==> config.mk <==
export PLATFORM = sky130hd
export DESIGN_NAME = darkbus_arbiter_flat
export DESIGN_NICKNAME = d
export VERILOG_FILES = /design/src/rtl/darksoc_pkg.sv /design/src/rtl/darkbus_arbiter_if.sv /design/src/rtl/darkbus_rr_pick.sv /design/src/rtl/darkbus_arbiter.sv /design/src/flat_wrapper.sv
export SDC_FILE = /design/constraint.sdc
export NUM_CORES = 1
export LEC_CHECK = 0
export ABC_AREA = 1
export BUFFER_PORTS_ARGS = -buffer_cell sky130_fd_sc_hd__buf_2
export CAP_MARGIN = 20
export CORE_MARGIN = 2
export CORE_UTILIZATION = 40
export CTS_CLUSTER_DIAMETER = 120
export DETAILED_ROUTE_END_ITERATION = 8
export PLACE_DENSITY = 0.73
export SETUP_SLACK_MARGIN = 0.02
export SLEW_MARGIN = 30
export SYNTH_ARGS = -nofsm -noshare
export SYNTH_HDL_FRONTEND = slang
export SYNTH_SLANG_ARGS = --single-unit
==> constraint.sdc <==
create_clock -name XCLK -period 1.3 [get_ports XCLK]
set_input_delay 0.065 -clock XCLK [delete_from_list [all_inputs] [get_ports XCLK]]
set_output_delay 0.065 -clock XCLK [all_outputs]
set_load 0.02 [all_outputs]
==> src/rtl/darksoc_pkg.sv <==
// Shared types and bus constants for the darksocv shared data/IO bus arbiter.
package darksoc_pkg;

  localparam int unsigned ADDR_W = 32;
  localparam int unsigned DATA_W = 32;
  localparam int unsigned BE_W   = 4;
  localparam int unsigned CNT_W  = 8;

  localparam logic [DATA_W-1:0] ERR_DATA_DEF = 32'hDEADBEEF;

  typedef enum logic [1:0] {
    ST_IDLE   = 2'd0,
    ST_ACCESS = 2'd1,
    ST_RESP   = 2'd2
  } state_e;

endpackage

==> src/rtl/darkbus_arbiter_if.sv <==
// Bundle of the two master ports and the single slave port around the arbiter.
interface darkbus_arbiter_if;
  import darksoc_pkg::*;

  logic              M0_REQ;
  logic              M0_WR;
  logic [BE_W-1:0]   M0_BE;
  logic [ADDR_W-1:0] M0_ADDR;
  logic [DATA_W-1:0] M0_WDATA;
  logic              M0_ACK;
  logic [DATA_W-1:0] M0_RDATA;
  logic              M0_ERR;

  logic              M1_REQ;
  logic              M1_WR;
  logic [BE_W-1:0]   M1_BE;
  logic [ADDR_W-1:0] M1_ADDR;
  logic [DATA_W-1:0] M1_WDATA;
  logic              M1_ACK;
  logic [DATA_W-1:0] M1_RDATA;
  logic              M1_ERR;

  logic              S_REQ;
  logic              S_WR;
  logic [BE_W-1:0]   S_BE;
  logic [ADDR_W-1:0] S_ADDR;
  logic [DATA_W-1:0] S_WDATA;
  logic              S_ACK;
  logic [DATA_W-1:0] S_RDATA;

  modport arb (
    input  M0_REQ, M0_WR, M0_BE, M0_ADDR, M0_WDATA,
    input  M1_REQ, M1_WR, M1_BE, M1_ADDR, M1_WDATA,
    input  S_ACK, S_RDATA,
    output M0_ACK, M0_RDATA, M0_ERR,
    output M1_ACK, M1_RDATA, M1_ERR,
    output S_REQ, S_WR, S_BE, S_ADDR, S_WDATA
  );

  modport master (
    output M0_REQ, M0_WR, M0_BE, M0_ADDR, M0_WDATA,
    output M1_REQ, M1_WR, M1_BE, M1_ADDR, M1_WDATA,
    input  M0_ACK, M0_RDATA, M0_ERR,
    input  M1_ACK, M1_RDATA, M1_ERR
  );

  modport slave (
    input  S_REQ, S_WR, S_BE, S_ADDR, S_WDATA,
    output S_ACK, S_RDATA
  );

endinterface

==> src/rtl/darkbus_rr_pick.sv <==
// Two-way round-robin chooser: on a tie the master not granted last wins.
module darkbus_rr_pick (
  input  logic [1:0] req_i,
  input  logic       last_i,
  output logic [1:0] gnt_o
);

  always_comb begin
    gnt_o = 2'b00;
    case (req_i)
      2'b01:   gnt_o = 2'b01;
      2'b10:   gnt_o = 2'b10;
      2'b11:   gnt_o = last_i ? 2'b01 : 2'b10;
      default: gnt_o = 2'b00;
    endcase
  end

endmodule

==> src/rtl/darkbus_arbiter.sv <==
// Two-master round-robin arbiter for the shared RAM/IO slave, with per-access timeout.
//   state     | meaning
//   ST_IDLE   | no owner; grant on any request
//   ST_ACCESS | S_REQ held; wait for S_ACK or timeout
//   ST_RESP   | owner's ACK pulse; no new grant this cycle
module darkbus_arbiter
  import darksoc_pkg::*;
#(
  parameter int unsigned       TIMEOUT  = 16,
  parameter logic [DATA_W-1:0] ERR_DATA = ERR_DATA_DEF
) (
  input  logic           XCLK,
  input  logic           XRES,
  darkbus_arbiter_if.arb bus,
  output logic [1:0]     GNT
);

  localparam logic [CNT_W-1:0] CNT_LAST = CNT_W'(TIMEOUT - 1);

  state_e            state_q, state_d;
  logic              last_q, last_d;
  logic [CNT_W-1:0]  cnt_q, cnt_d;
  logic [1:0]        gnt_q, gnt_d;
  logic              s_req_q, s_req_d;
  logic              s_wr_q, s_wr_d;
  logic [BE_W-1:0]   s_be_q, s_be_d;
  logic [ADDR_W-1:0] s_addr_q, s_addr_d;
  logic [DATA_W-1:0] s_wdata_q, s_wdata_d;
  logic [1:0]        ack_q, ack_d;
  logic [1:0]        err_q, err_d;
  logic [DATA_W-1:0] rdata_q [2];
  logic [DATA_W-1:0] rdata_d [2];

  logic [1:0]        pick;
  logic              owner;

  darkbus_rr_pick u_pick (
    .req_i  ({bus.M1_REQ, bus.M0_REQ}),
    .last_i (last_q),
    .gnt_o  (pick)
  );

  assign owner = gnt_q[1];

  always_comb begin
    state_d   = state_q;
    last_d    = last_q;
    cnt_d     = cnt_q;
    gnt_d     = gnt_q;
    s_req_d   = s_req_q;
    s_wr_d    = s_wr_q;
    s_be_d    = s_be_q;
    s_addr_d  = s_addr_q;
    s_wdata_d = s_wdata_q;
    ack_d     = 2'b00;
    err_d     = err_q;
    rdata_d   = rdata_q;

    case (state_q)
      ST_IDLE: begin
        if (pick != 2'b00) begin
          gnt_d   = pick;
          s_req_d = 1'b1;
          cnt_d   = '0;
          state_d = ST_ACCESS;
          if (pick[1]) begin
            s_wr_d    = bus.M1_WR;
            s_be_d    = bus.M1_BE;
            s_addr_d  = bus.M1_ADDR;
            s_wdata_d = bus.M1_WDATA;
          end else begin
            s_wr_d    = bus.M0_WR;
            s_be_d    = bus.M0_BE;
            s_addr_d  = bus.M0_ADDR;
            s_wdata_d = bus.M0_WDATA;
          end
        end
      end

      ST_ACCESS: begin
        // A slave ack in the last allowed cycle still counts as success.
        if (bus.S_ACK) begin
          rdata_d[owner] = bus.S_RDATA;
          err_d[owner]   = 1'b0;
          ack_d[owner]   = 1'b1;
          s_req_d        = 1'b0;
          state_d        = ST_RESP;
        end else if (cnt_q == CNT_LAST) begin
          rdata_d[owner] = ERR_DATA;
          err_d[owner]   = 1'b1;
          ack_d[owner]   = 1'b1;
          s_req_d        = 1'b0;
          state_d        = ST_RESP;
        end else begin
          cnt_d = cnt_q + 8'd1;
        end
      end

      ST_RESP: begin
        last_d  = owner;
        gnt_d   = 2'b00;
        state_d = ST_IDLE;
      end

      default: begin
        gnt_d   = 2'b00;
        s_req_d = 1'b0;
        state_d = ST_IDLE;
      end
    endcase
  end

  always_ff @(posedge XCLK) begin
    if (XRES) begin
      state_q    <= ST_IDLE;
      last_q     <= 1'b1;
      cnt_q      <= '0;
      gnt_q      <= 2'b00;
      s_req_q    <= 1'b0;
      s_wr_q     <= 1'b0;
      s_be_q     <= '0;
      s_addr_q   <= '0;
      s_wdata_q  <= '0;
      ack_q      <= 2'b00;
      err_q      <= 2'b00;
      rdata_q[0] <= '0;
      rdata_q[1] <= '0;
    end else begin
      state_q    <= state_d;
      last_q     <= last_d;
      cnt_q      <= cnt_d;
      gnt_q      <= gnt_d;
      s_req_q    <= s_req_d;
      s_wr_q     <= s_wr_d;
      s_be_q     <= s_be_d;
      s_addr_q   <= s_addr_d;
      s_wdata_q  <= s_wdata_d;
      ack_q      <= ack_d;
      err_q      <= err_d;
      rdata_q[0] <= rdata_d[0];
      rdata_q[1] <= rdata_d[1];
    end
  end

  assign bus.S_REQ    = s_req_q;
  assign bus.S_WR     = s_wr_q;
  assign bus.S_BE     = s_be_q;
  assign bus.S_ADDR   = s_addr_q;
  assign bus.S_WDATA  = s_wdata_q;
  assign bus.M0_ACK   = ack_q[0];
  assign bus.M1_ACK   = ack_q[1];
  assign bus.M0_ERR   = err_q[0];
  assign bus.M1_ERR   = err_q[1];
  assign bus.M0_RDATA = rdata_q[0];
  assign bus.M1_RDATA = rdata_q[1];
  assign GNT          = gnt_q;

endmodule

==> src/flat_wrapper.sv <==
// flat-port wrapper written by rule: the top's interface ports become plain ports
module darkbus_arbiter_flat import darksoc_pkg::*;
#(
  parameter int unsigned       TIMEOUT  = 16,
  parameter logic [DATA_W-1:0] ERR_DATA = ERR_DATA_DEF
)
  (XCLK, XRES, GNT, bus_M0_REQ, bus_M0_WR, bus_M0_BE, bus_M0_ADDR, bus_M0_WDATA, bus_M1_REQ, bus_M1_WR, bus_M1_BE, bus_M1_ADDR, bus_M1_WDATA, bus_S_ACK, bus_S_RDATA, bus_M0_ACK, bus_M0_RDATA, bus_M0_ERR, bus_M1_ACK, bus_M1_RDATA, bus_M1_ERR, bus_S_REQ, bus_S_WR, bus_S_BE, bus_S_ADDR, bus_S_WDATA);
  darkbus_arbiter_if bus_i ();
  input  logic XCLK;
  input  logic XRES;
  output logic [1:0] GNT;
  input wire logic [$bits(bus_i.M0_REQ)-1:0] bus_M0_REQ;
  input wire logic [$bits(bus_i.M0_WR)-1:0] bus_M0_WR;
  input wire logic [$bits(bus_i.M0_BE)-1:0] bus_M0_BE;
  input wire logic [$bits(bus_i.M0_ADDR)-1:0] bus_M0_ADDR;
  input wire logic [$bits(bus_i.M0_WDATA)-1:0] bus_M0_WDATA;
  input wire logic [$bits(bus_i.M1_REQ)-1:0] bus_M1_REQ;
  input wire logic [$bits(bus_i.M1_WR)-1:0] bus_M1_WR;
  input wire logic [$bits(bus_i.M1_BE)-1:0] bus_M1_BE;
  input wire logic [$bits(bus_i.M1_ADDR)-1:0] bus_M1_ADDR;
  input wire logic [$bits(bus_i.M1_WDATA)-1:0] bus_M1_WDATA;
  input wire logic [$bits(bus_i.S_ACK)-1:0] bus_S_ACK;
  input wire logic [$bits(bus_i.S_RDATA)-1:0] bus_S_RDATA;
  output wire logic [$bits(bus_i.M0_ACK)-1:0] bus_M0_ACK;
  output wire logic [$bits(bus_i.M0_RDATA)-1:0] bus_M0_RDATA;
  output wire logic [$bits(bus_i.M0_ERR)-1:0] bus_M0_ERR;
  output wire logic [$bits(bus_i.M1_ACK)-1:0] bus_M1_ACK;
  output wire logic [$bits(bus_i.M1_RDATA)-1:0] bus_M1_RDATA;
  output wire logic [$bits(bus_i.M1_ERR)-1:0] bus_M1_ERR;
  output wire logic [$bits(bus_i.S_REQ)-1:0] bus_S_REQ;
  output wire logic [$bits(bus_i.S_WR)-1:0] bus_S_WR;
  output wire logic [$bits(bus_i.S_BE)-1:0] bus_S_BE;
  output wire logic [$bits(bus_i.S_ADDR)-1:0] bus_S_ADDR;
  output wire logic [$bits(bus_i.S_WDATA)-1:0] bus_S_WDATA;
  assign bus_i.M0_REQ = bus_M0_REQ;
  assign bus_i.M0_WR = bus_M0_WR;
  assign bus_i.M0_BE = bus_M0_BE;
  assign bus_i.M0_ADDR = bus_M0_ADDR;
  assign bus_i.M0_WDATA = bus_M0_WDATA;
  assign bus_i.M1_REQ = bus_M1_REQ;
  assign bus_i.M1_WR = bus_M1_WR;
  assign bus_i.M1_BE = bus_M1_BE;
  assign bus_i.M1_ADDR = bus_M1_ADDR;
  assign bus_i.M1_WDATA = bus_M1_WDATA;
  assign bus_i.S_ACK = bus_S_ACK;
  assign bus_i.S_RDATA = bus_S_RDATA;
  assign bus_M0_ACK = bus_i.M0_ACK;
  assign bus_M0_RDATA = bus_i.M0_RDATA;
  assign bus_M0_ERR = bus_i.M0_ERR;
  assign bus_M1_ACK = bus_i.M1_ACK;
  assign bus_M1_RDATA = bus_i.M1_RDATA;
  assign bus_M1_ERR = bus_i.M1_ERR;
  assign bus_S_REQ = bus_i.S_REQ;
  assign bus_S_WR = bus_i.S_WR;
  assign bus_S_BE = bus_i.S_BE;
  assign bus_S_ADDR = bus_i.S_ADDR;
  assign bus_S_WDATA = bus_i.S_WDATA;
  darkbus_arbiter #(.TIMEOUT(TIMEOUT), .ERR_DATA(ERR_DATA)) u_core (.XCLK(XCLK), .XRES(XRES), .bus(bus_i), .GNT(GNT));
endmodule
# [Yosys cells after proc, flatten, opt, wreduce, memory -nomap -nowiden]
# Cells that the tools add are included.
[word_totals] reg_bits=151 out_inout_bits=140
[classes] n_addsub=1 order_cmp=4 eq_ne=10 muxes=31 n_bitwise=9 n_reduce_logical=13
[op_table] operator="$mux 64" n=2
[op_table] operator="$mux 32" n=3
[op_table] operator="$bwmux 64" n=1
[op_table] operator="$or 48x48->48" n=1
[op_table] operator="$demux 32 s1" n=1
[op_table] operator="$mux 8" n=3
[op_table] operator="$mux 2" n=9
[op_table] operator="$and 16x16->16" n=1
[op_table] operator="$not 16->16" n=1
[op_table] operator="$pmux 8 s2" n=1
[op_table] operator="$add 8x1->8 const B" n=1
[op_table] operator="$eq 8x4->1 const B" n=1
[op_table] operator="$pmux 2 s2" n=2
[op_table] operator="$reduce_and 2->1" n=4
[op_table] operator="$eq 2x2->1 const B" n=3
[op_table] operator="$pmux 2 s3" n=1
[op_table] operator="$reduce_bool 2->1" n=3
[op_table] operator="$mux 1" n=5
[op_table] operator="$eq 2x1->1 const B" n=2
[op_table] operator="$mux 4" n=1
[op_table] operator="$ne 2x2->1 const B" n=2
[op_table] operator="$reduce_and 4->1" n=1
[op_table] operator="$ne 3x2->1 const B" n=1
[op_table] operator="$pmux 1 s3" n=1
[op_table] operator="15 further kinds" n=17

# [Depth between registers and ports, before layout]
# Gate-level depths: netlist of run 1.
[depth] word_depth=9 mapped_depth=10

# [Hierarchy]
# A second synthesis of run 1 with hierarchy kept.
[hier_totals] hier_cells=1022 hier_area_um2=7297.0
[modules_own_cells] module="darkbus_arbiter" instances=1 cells_each=1017 area_per_inst_um2=7275.7 seq_area_each_um2=3022.9
[modules_own_cells] module="darkbus_rr_pick" instances=1 cells_each=5 area_per_inst_um2=21.3 seq_area_each_um2=0.0

# [Least setup slack after synthesis of run 1]
# OpenSTA, ideal clock, no wires.
[synth_path] path_kind="register to register" start="reg u_core.gnt_q[1], in the netlist u_core.GNT[1]" end="reg u_core.rdata_q (netlist bit u_core.bus.M1_RDATA[0])" setup_time_ns=0.122 arrival_ns=1.324 required_ns=1.178 setup_slack_ns=-0.146 stages_incl_launch_ff=7 period_less_slack_ns=1.446 path_cell_list="dfxtp_1 buf_2 buf_2 clkbuf_1 nand4_1 nand2_1 a21oi_1"
[synth_via] elab_chain_len=8 elab_cells_between_ends=10 classes_between="order compare: 2; mux: 5; bitwise: 2; reduce/logical: 1"
[synth_lines] item="from (decl)" line_no="darkbus_arbiter.sv:23" source="logic [1:0] gnt_q, gnt_d;"
[synth_lines] item="from (signal assigned)" line_no="darkbus_arbiter.sv:132" source="gnt_q <= gnt_d;"
[synth_lines] item="$not 1->2 (implied by the code) (*)" line_no="darkbus_arbiter.sv:83, darkbus_arbiter.sv:89"
[synth_lines] item="$ge 2x2->1 (implied by the code) or $lt 2x1->1 (tied branches)" line_no="darkbus_arbiter.sv:83, darkbus_arbiter.sv:89"
[synth_lines] item="$logic_and 1x1->1 (implied by the code)" line_no="darkbus_arbiter.sv:83, darkbus_arbiter.sv:89"
[synth_lines] item="$mux 32 (implied by the code)" line_no="darkbus_arbiter.sv:83, darkbus_arbiter.sv:89"
[synth_lines] item="$demux 32 s1 (*)" line_no="darkbus_arbiter.sv:83, darkbus_arbiter.sv:89"
[synth_lines] item="$or 48x48->48 (no source line)"
[synth_lines] item="$mux 64" line_no="darkbus_arbiter.sv:88" source="end else if (cnt_q == CNT_LAST) begin"
[synth_lines] item="$mux 64 (*)" line_no="darkbus_arbiter.sv:82" source="if (bus.S_ACK) begin"
[synth_lines] item="to (decl)" line_no="darkbus_arbiter.sv:31" source="logic [DATA_W-1:0] rdata_q [2];"
# Mark *: on every way between the ends. The rest lies on a longest branch, timed or not. The select of a mux whose other input is x is not followed.
# A chain may end at the register's enable or synchronous reset.

# [Worst setup path after layout of run 1]
[layout_path] start="reg u_core.state_q[1]" end="reg u_core.s_wdata_q[19], in the netlist u_core.bus.S_WDATA[19]"
[layout_via] elab_chain_len=2
[layout_lines] item="from (decl)" line_no="darkbus_arbiter.sv:20" source="state_e state_q, state_d;"
[layout_lines] item="from (signal assigned)" line_no="darkbus_arbiter.sv:129" source="state_q <= state_d;"
[layout_lines] item="$logic_not 2->1" line_no="darkbus_arbiter.sv:59" source="case (state_q)"
[layout_lines] item="$reduce_and 2->1 (no source line)"
[layout_lines] item="to (signal assigned)" line_no="darkbus_arbiter.sv:137" source="s_wdata_q <= s_wdata_d;"
[layout_lines] item="to (decl)" line_no="darkbus_arbiter.sv:28" source="logic [DATA_W-1:0] s_wdata_q, s_wdata_d;"
# No other way between the ends.

==> results of run 1 <==
-- layout by cell type (no fill, tap or decap), types with 4 or more instances in the layout --
cell type and instances:
buf_2 313, nand2_1 271, dfxtp_1 145, dlygate4sd3_1 139, inv_1 123, nand2_2 67
nand4_1 64, a31oi_1 60, buf_4 39, nand3_1 31, a21oi_2 30, nor2_1 29
a21oi_1 25, clkbuf_16 21, buf_12 21, nand2_4 14, inv_2 13, buf_16 13
buf_6 11, nor2_2 6, inv_6 6, a31oi_4 5, a31oi_2 5, dfxtp_2 5
diode_2 4, nand3_4 4, clkinv_4 4, nor2_4 4
-- what timing repair did --
| item | in CTS | in global routing |
|---|---|---|
| hold buffers | 139 | 0 |
| cloned | 14 | 5 |
| setup buffers | 17 | 10 |
| setup endpoints to repair | 144 | 148 |
| gates resized for setup | 89 | 128 |
| pin swaps | 42 | 57 |
| endpoints found under the hold margin | 70 | 0 |
-- where the power goes --
group / leakage, nW / internal (mW) / switching [mW]
clock: 0.284 / 2.74 / 2.23
sequential: 1.24 / 4.96 / 0.240
combinational: 4.28 / 1.75 / 2.34
total: 5.81 / 9.45 / 4.81
-- per-stage QoR --
step	utilization (%)	hold slack [ps]	TNS [ps]
after CTS	69.9	1.85	-7310
after floorplan	-	222	0
after global routing	73.7	34.3	-26200
after detailed placement	53.3	331	-6110
final	73.8	18.9	-19030
after global placement	53.3	320	-2310
-- flip-flops by register name, indices dropped and copies added, names as in the netlist, named ones only --
signal	flops
u_core.bus.S_WDATA	32
u_core.GNT	2
u_core.last_q	1
u_core.bus.S_ADDR	32
u_core.bus.M0_RDATA	32
u_core.bus.S_WR	1
u_core.bus.M1_RDATA	32
u_core.bus.S_BE	4
u_core.state_q	2
u_core.cnt_q	8
u_core.bus.S_REQ	1
u_core.ack_q	2
-- area by class of cell --
class	count	share of cell area, %
Clock buffer	18	3.58
Timing Repair Buffer	543	35.0
Clock inverter	14	1.12
Sequential cell	151	24.7
Multi-Input combinational cell	632	28.8
Antenna cell	4	0.0815
Tap cell	220	2.24
Inverter	140	4.44
-- worst max-delay path, cell delays in order, from the launching register on --
cell,delay [ps]
dfxtp_2,330
inv_2,90
nand2_4,70
buf_6,120
nor2_4,180
buf_6,130
buf_8,120
buf_12,160
nand2_2,90
a31oi_1,390
-- worst max-delay path by stage --
stage                      startpoint                 endpoint
finish              u_core.state_q[1]   u_core.bus.S_WDATA[19]
global route        u_core.state_q[1]   u_core.bus.S_WDATA[19]
CTS                   u_core.cnt_q[0]  u_core.bus.M0_RDATA[20]
detailed placement    u_core.cnt_q[1]  u_core.bus.M1_RDATA[29]
global placement      u_core.cnt_q[1]  u_core.bus.M0_RDATA[22]
floorplan             u_core.cnt_q[1]   u_core.bus.M0_RDATA[4]
-- per-layer routing --
layer	vias to the layer above	track usage (%)	part of all wire (%)
li1	4180	-	-
met1	4321	38.9	33
met2	905	54.5	44
met3	307	8.33	13
met4	4	23.1	9.9
met5	-	0	0.073
-- logic make-up (layout without fill, tap and decap cells) --
family,count (synthesis),in the layout
AND/OR/NAND/NOR,497,497
buffers and inverters,206,715
flip-flops,151,151
AO/OA/AOI/OAI,134,134
adder cells (fa/ha/maj),1,1
other,0,4
==> flow_metrics.tcl, run 1 <==
set metrics [dict create \
    status "complete, but fails checks" \
    violations "setup timing" \
    dr.pass1.iters 6 \
    fin_area_um2 12300 \
    peakVddDrop_v 0.00107 \
    rsz0062_at_grt "yes" \
    cap_violations 0 \
    max_slew_margin_pct 66.8 \
    dieArea_um2 18100 \
    yosysMostFrequentCell "nand2_1" \
    placed_area_um2 8860 \
    p_per_area_nw_per_um2 1160 \
    cp_data_required_time_ps 1560 \
    crit_fanout 8 \
    clock.fmax_ghz 0.547 \
    drv_slew 0 \
    port_buffers 314 \
    clock_tree.root_cell "clkbuf_16" \
    fin_ws_ps -529 \
    criticalPathCategory "reg2reg" \
    clock-sinks 151 \
    reg2reg_to "u_core.bus.S_WDATA[19]" \
    place.gp.congestion 0.863 \
    synth-simple-area-share_pct 31.3 \
    worst-r2r-cell-count 9 \
    synth_edf_count 0 \
    drtIter0Drc 1111 \
    synth.cell_area_um2 6820 \
    cts_max_level 4 \
    overflow 0 \
    multi_input_area_um2 3540 \
    vias_per_cell 5.64 \
    hold_path_startpoint "bus_S_RDATA[6]" \
    skew_ps 15.7 \
    synth_area_leaders "dfxtp_1 44%, nand2_1 19%, inv_1 7.4%, a31oi_1 6.4%, nand4_1 5.9%" \
    seq_area_um2 3030 \
    synthAdderAreaFrac_pct 0.183 \
    clk_pin_slew_ps 70 \
    hold_violations 0 \
    grtUsageTotal_pct 33.5 \
    grt_pass1_wl_um 47300 \
    fill_cells 1139 \
    dp.cells 1502 \
    syn_avg_cell_area_um2 6.90 \
    start_util_pct 41.0 \
    synth-main-ff-cell "dfxtp_1" \
    r2r_slack_ps -530 \
    synth-compound-area-share_pct 11.4 \
    layout-area-overhead-vs-synth_pct 80.0 \
    cts_buffers 17 \
    fin_nets 1661 \
    drive_above_1_share_pct 40.3 \
    synthDistinctLibCells 26 \
    setup_viol 147 \
    clk_latency_ps 430 \
    synthArstFlopShare_pct 0 \
    cts.path.max_buffers 2 \
    dieWidth_um 135 \
    worst_slew_pin_slew_ps 495 \
    synth_common_cells "350 x nand2_1, 151 x dfxtp_1, 134 x inv_1, 70 x a31oi_1, 64 x nand4_1" \
    num_rows 47 \
    ys_warn_count 0 \
    synth.largest_area_cell "dfxtp_1" \
    die_h_um 135 \
    synth_mux_area_share_pct 0 \
    ys_seq_area_share_pct 44.3 \
    first_global_vias 8970 \
    synth_top_family_by_area "simple AND/OR/NAND/NOR gates" \
    hpwl_um 15900 \
    whs_path_depth 5 \
    drt-total-wl_um 36800 \
    p_total_mw 14.3 \
    synthXorXnorAreaFrac_pct 0 \
    wire_per_inst_um 21.3 \
    drc 0 \
    ios 315 \
    antenna_left 0 \
    antenna_found_initial 5 \
    post-route-period-util_pct 141 \
    ys_seq_elements 151 \
    leakage_nw 5.81 \
    grt_max_degree 72 \
    min_path_type "in2reg" \
    synth_fp_nets 1165 \
    place_ws_ps -102 \
    min_to "u_core.bus.M1_RDATA[6]" \
    cts_tree "done" \
    finalCriticalPeriod_ps 1830 \
    route.vias.total 9717 \
    finalNonFillerCells 1722 \
    coreArea_um2 16600 \
    worstSetupStartpointType "register" \
    syn_inst 989 \
    r2r_start "u_core.state_q[1]" \
    arrival_ps 2090 \
    yosysTopAreaCellShare_pct 44.3 \
    critPathCaptureType "register" \
]
No activity file was read; power rests on OpenSTA's default activity.
==> run 2: changes to the inputs <==
--- a/config.mk
+++ b/config.mk
@@ -10,9 +10,10 @@
 export CAP_MARGIN = 20
 export CORE_MARGIN = 2
 export CORE_UTILIZATION = 40
-export CTS_CLUSTER_DIAMETER = 120
+export CTS_CLUSTER_DIAMETER = 60
 export DETAILED_ROUTE_END_ITERATION = 8
 export PLACE_DENSITY = 0.73
+export RECOVER_POWER = 25
 export SETUP_SLACK_MARGIN = 0.02
 export SLEW_MARGIN = 30
 export SYNTH_ARGS = -nofsm -noshare
==> run 2 against run 1 <==
Net effect: the run still ends with setup timing left; utilization down 0.26 points; clock skew up 0.78 ps; routed wire length up 0.25%; register-to-register slack about the same; sequential power about the same; fmax down 0.32%; global-route usage unchanged; power about the same; via count about the same.
==> flow_metrics.tcl, run 2 (synthesis gave the netlist of run 1 again) <==
set metrics [dict create \
    status "complete, but fails checks" \
    violations "setup timing" \
    wire_per_inst_um 21.4 \
    layout_common_cells "279 x buf_2, 271 x nand2_1, 145 x dfxtp_1" \
    crit_cells 9 \
    dieArea_um2 18100 \
    drv_slew 0 \
    layout-area-overhead-vs-synth_pct 79.3 \
    rsz0062_at_grt "yes" \
    drt-total-wl_um 36900 \
    finalCriticalPeriod_ps 1830 \
    hold_violations 0 \
    cts_max_level 4 \
    coreArea_um2 16600 \
    overflow 0 \
    fin_nets 1661 \
    p_per_area_nw_per_um2 1170 \
    peakVddDrop_v 0.00108 \
    slowest_delay_ps 390 \
    arrival_ps 2100 \
    die_h_um 135 \
    crit_top_cell "buf_6" \
    worstSetupStartpointType "register" \
    drtIter0Drc 1101 \
    setup_tns_ps -19490 \
    dieWidth_um 135 \
    criticalPathCategory "reg2reg" \
    port_buffers 314 \
    grt_max_degree 72 \
    seq_area_um2 3030 \
    max_slew_margin_pct 66.4 \
    setup_viol 146 \
    critPathBufInv 5 \
    clock-sinks 151 \
    whs_ps 20.3 \
    clock.fmax_ghz 0.545 \
    first_global_vias 8970 \
    layout_commonest_cell "buf_2" \
    grt_pass1_wl_um 47300 \
    cp_data_required_time_ps 1570 \
    skew_ps 16.4 \
    slowest_stage "a31oi_1" \
    place_ws_ps -102 \
    clk_pin_slew_ps 70 \
    hpwl_um 15900 \
    path_delay_family "buffers and inverters" \
    leakage_nw 5.67 \
    num_rows 47 \
    crit_fanout 8 \
    critPathCaptureType "register" \
    antenna_left 0 \
    fin_ws_ps -535 \
    antenna_found_initial 5 \
    cts_tree "done" \
    clock_tree.root_cell "clkbuf_16" \
    drc 0 \
    path_cells "inv_2 -> nand2_4 -> buf_6 -> nor2_4 -> buf_6 -> buf_8 -> buf_12 -> nand2_2 -> a31oi_1" \
    dp.cells 1502 \
    fill_cells 1161 \
    cts.path.max_buffers 2 \
    min_path_type "in2reg" \
    start_util_pct 41.0 \
    grtUsageTotal_pct 33.5 \
    place.gp.congestion 0.863 \
    clk_latency_ps 430 \
    finalNonFillerCells 1722 \
    route.vias.total 9714 \
    drive_above_1_share_pct 37.9 \
    worst-r2r-cell-count 9 \
    post-route-period-util_pct 141 \
    multi_input_area_um2 3540 \
    cts_buffers 17 \
    dr.pass1.iters 7 \
    vias_per_cell 5.64 \
    whs_path_depth 5 \
    cap_violations 0 \
    worst_slew_pin_slew_ps 502 \
    ios 315 \
]
==> run 2: cell count changes in the layout (fill, tap and decap cells not counted), sizes merged <==
cell / change
clkbuf: +34
buf: -34
==> run 2: repair_timing <==
item                       CTS  global route
setup buffers               17            10
resized for setup           89           128
hold buffers               139             0
pin swaps                   42            57
hold endpoints to repair    70             0
gates cloned                14             5
setup endpoints to repair  144           148
==> run 2: metrics by stage <==
step,util (%),cell area [um2],power [mW]
after floorplan,-,6850,6.70
after global placement,53.3,8860,7.72
after detailed placement,53.3,8860,7.76
after CTS,69.9,11600,13.5
after global routing,73.5,12200,14.6
final,73.5,12200,14.3
==> run 2: final cells by class <==
| cell class | instances | share of cell area (%) |
|---|---|---|
| clock inverter | 14 | 1.13 |
| timing repair buffer | 543 | 34.8 |
| sequential | 151 | 24.8 |
| clock buffer | 18 | 3.59 |
| multi-input combinational | 632 | 28.9 |
| inverter | 140 | 4.46 |
| antenna | 4 | 0.0818 |
| tap | 220 | 2.25 |
==> run 2: metal layers <==
layer / wire length, um / GRT usage [%]
met5: 13 / 0
met4: 3570 / 23.1
met3: 4690 / 8.33
met2: 16200 / 54.5
met1: 12400 / 38.9
==> run 2: worst paths after layout <==
| kind | startpoint | endpoint | slack, ps |
|---|---|---|---|
| worst max-delay path | u_core.state_q[1] | u_core.bus.S_WDATA[19] | -530 |
| worst min-delay path | bus_S_RDATA[6] | u_core.bus.M1_RDATA[6] | 20 |
| worst max register to register | u_core.state_q[1] | u_core.bus.S_WDATA[19] | -530 |
| worst min register to register | u_core.bus.M1_RDATA[23] | u_core.bus.M1_RDATA[23] | 450 |
==> run 2: worst register-to-register path, delay by kind of cell, from the launching register on <==
kind	cells	cell delay [ps]
compound gates	1	390
buf+inv	5	630
flops	1	330
simple gates	3	350
==> run 2: power breakdown <==
group          switching, mW  internal, mW  total (mW)
clock                   2.26          2.74        5.00
sequential             0.244          4.96        5.20
combinational           2.33          1.73        4.07
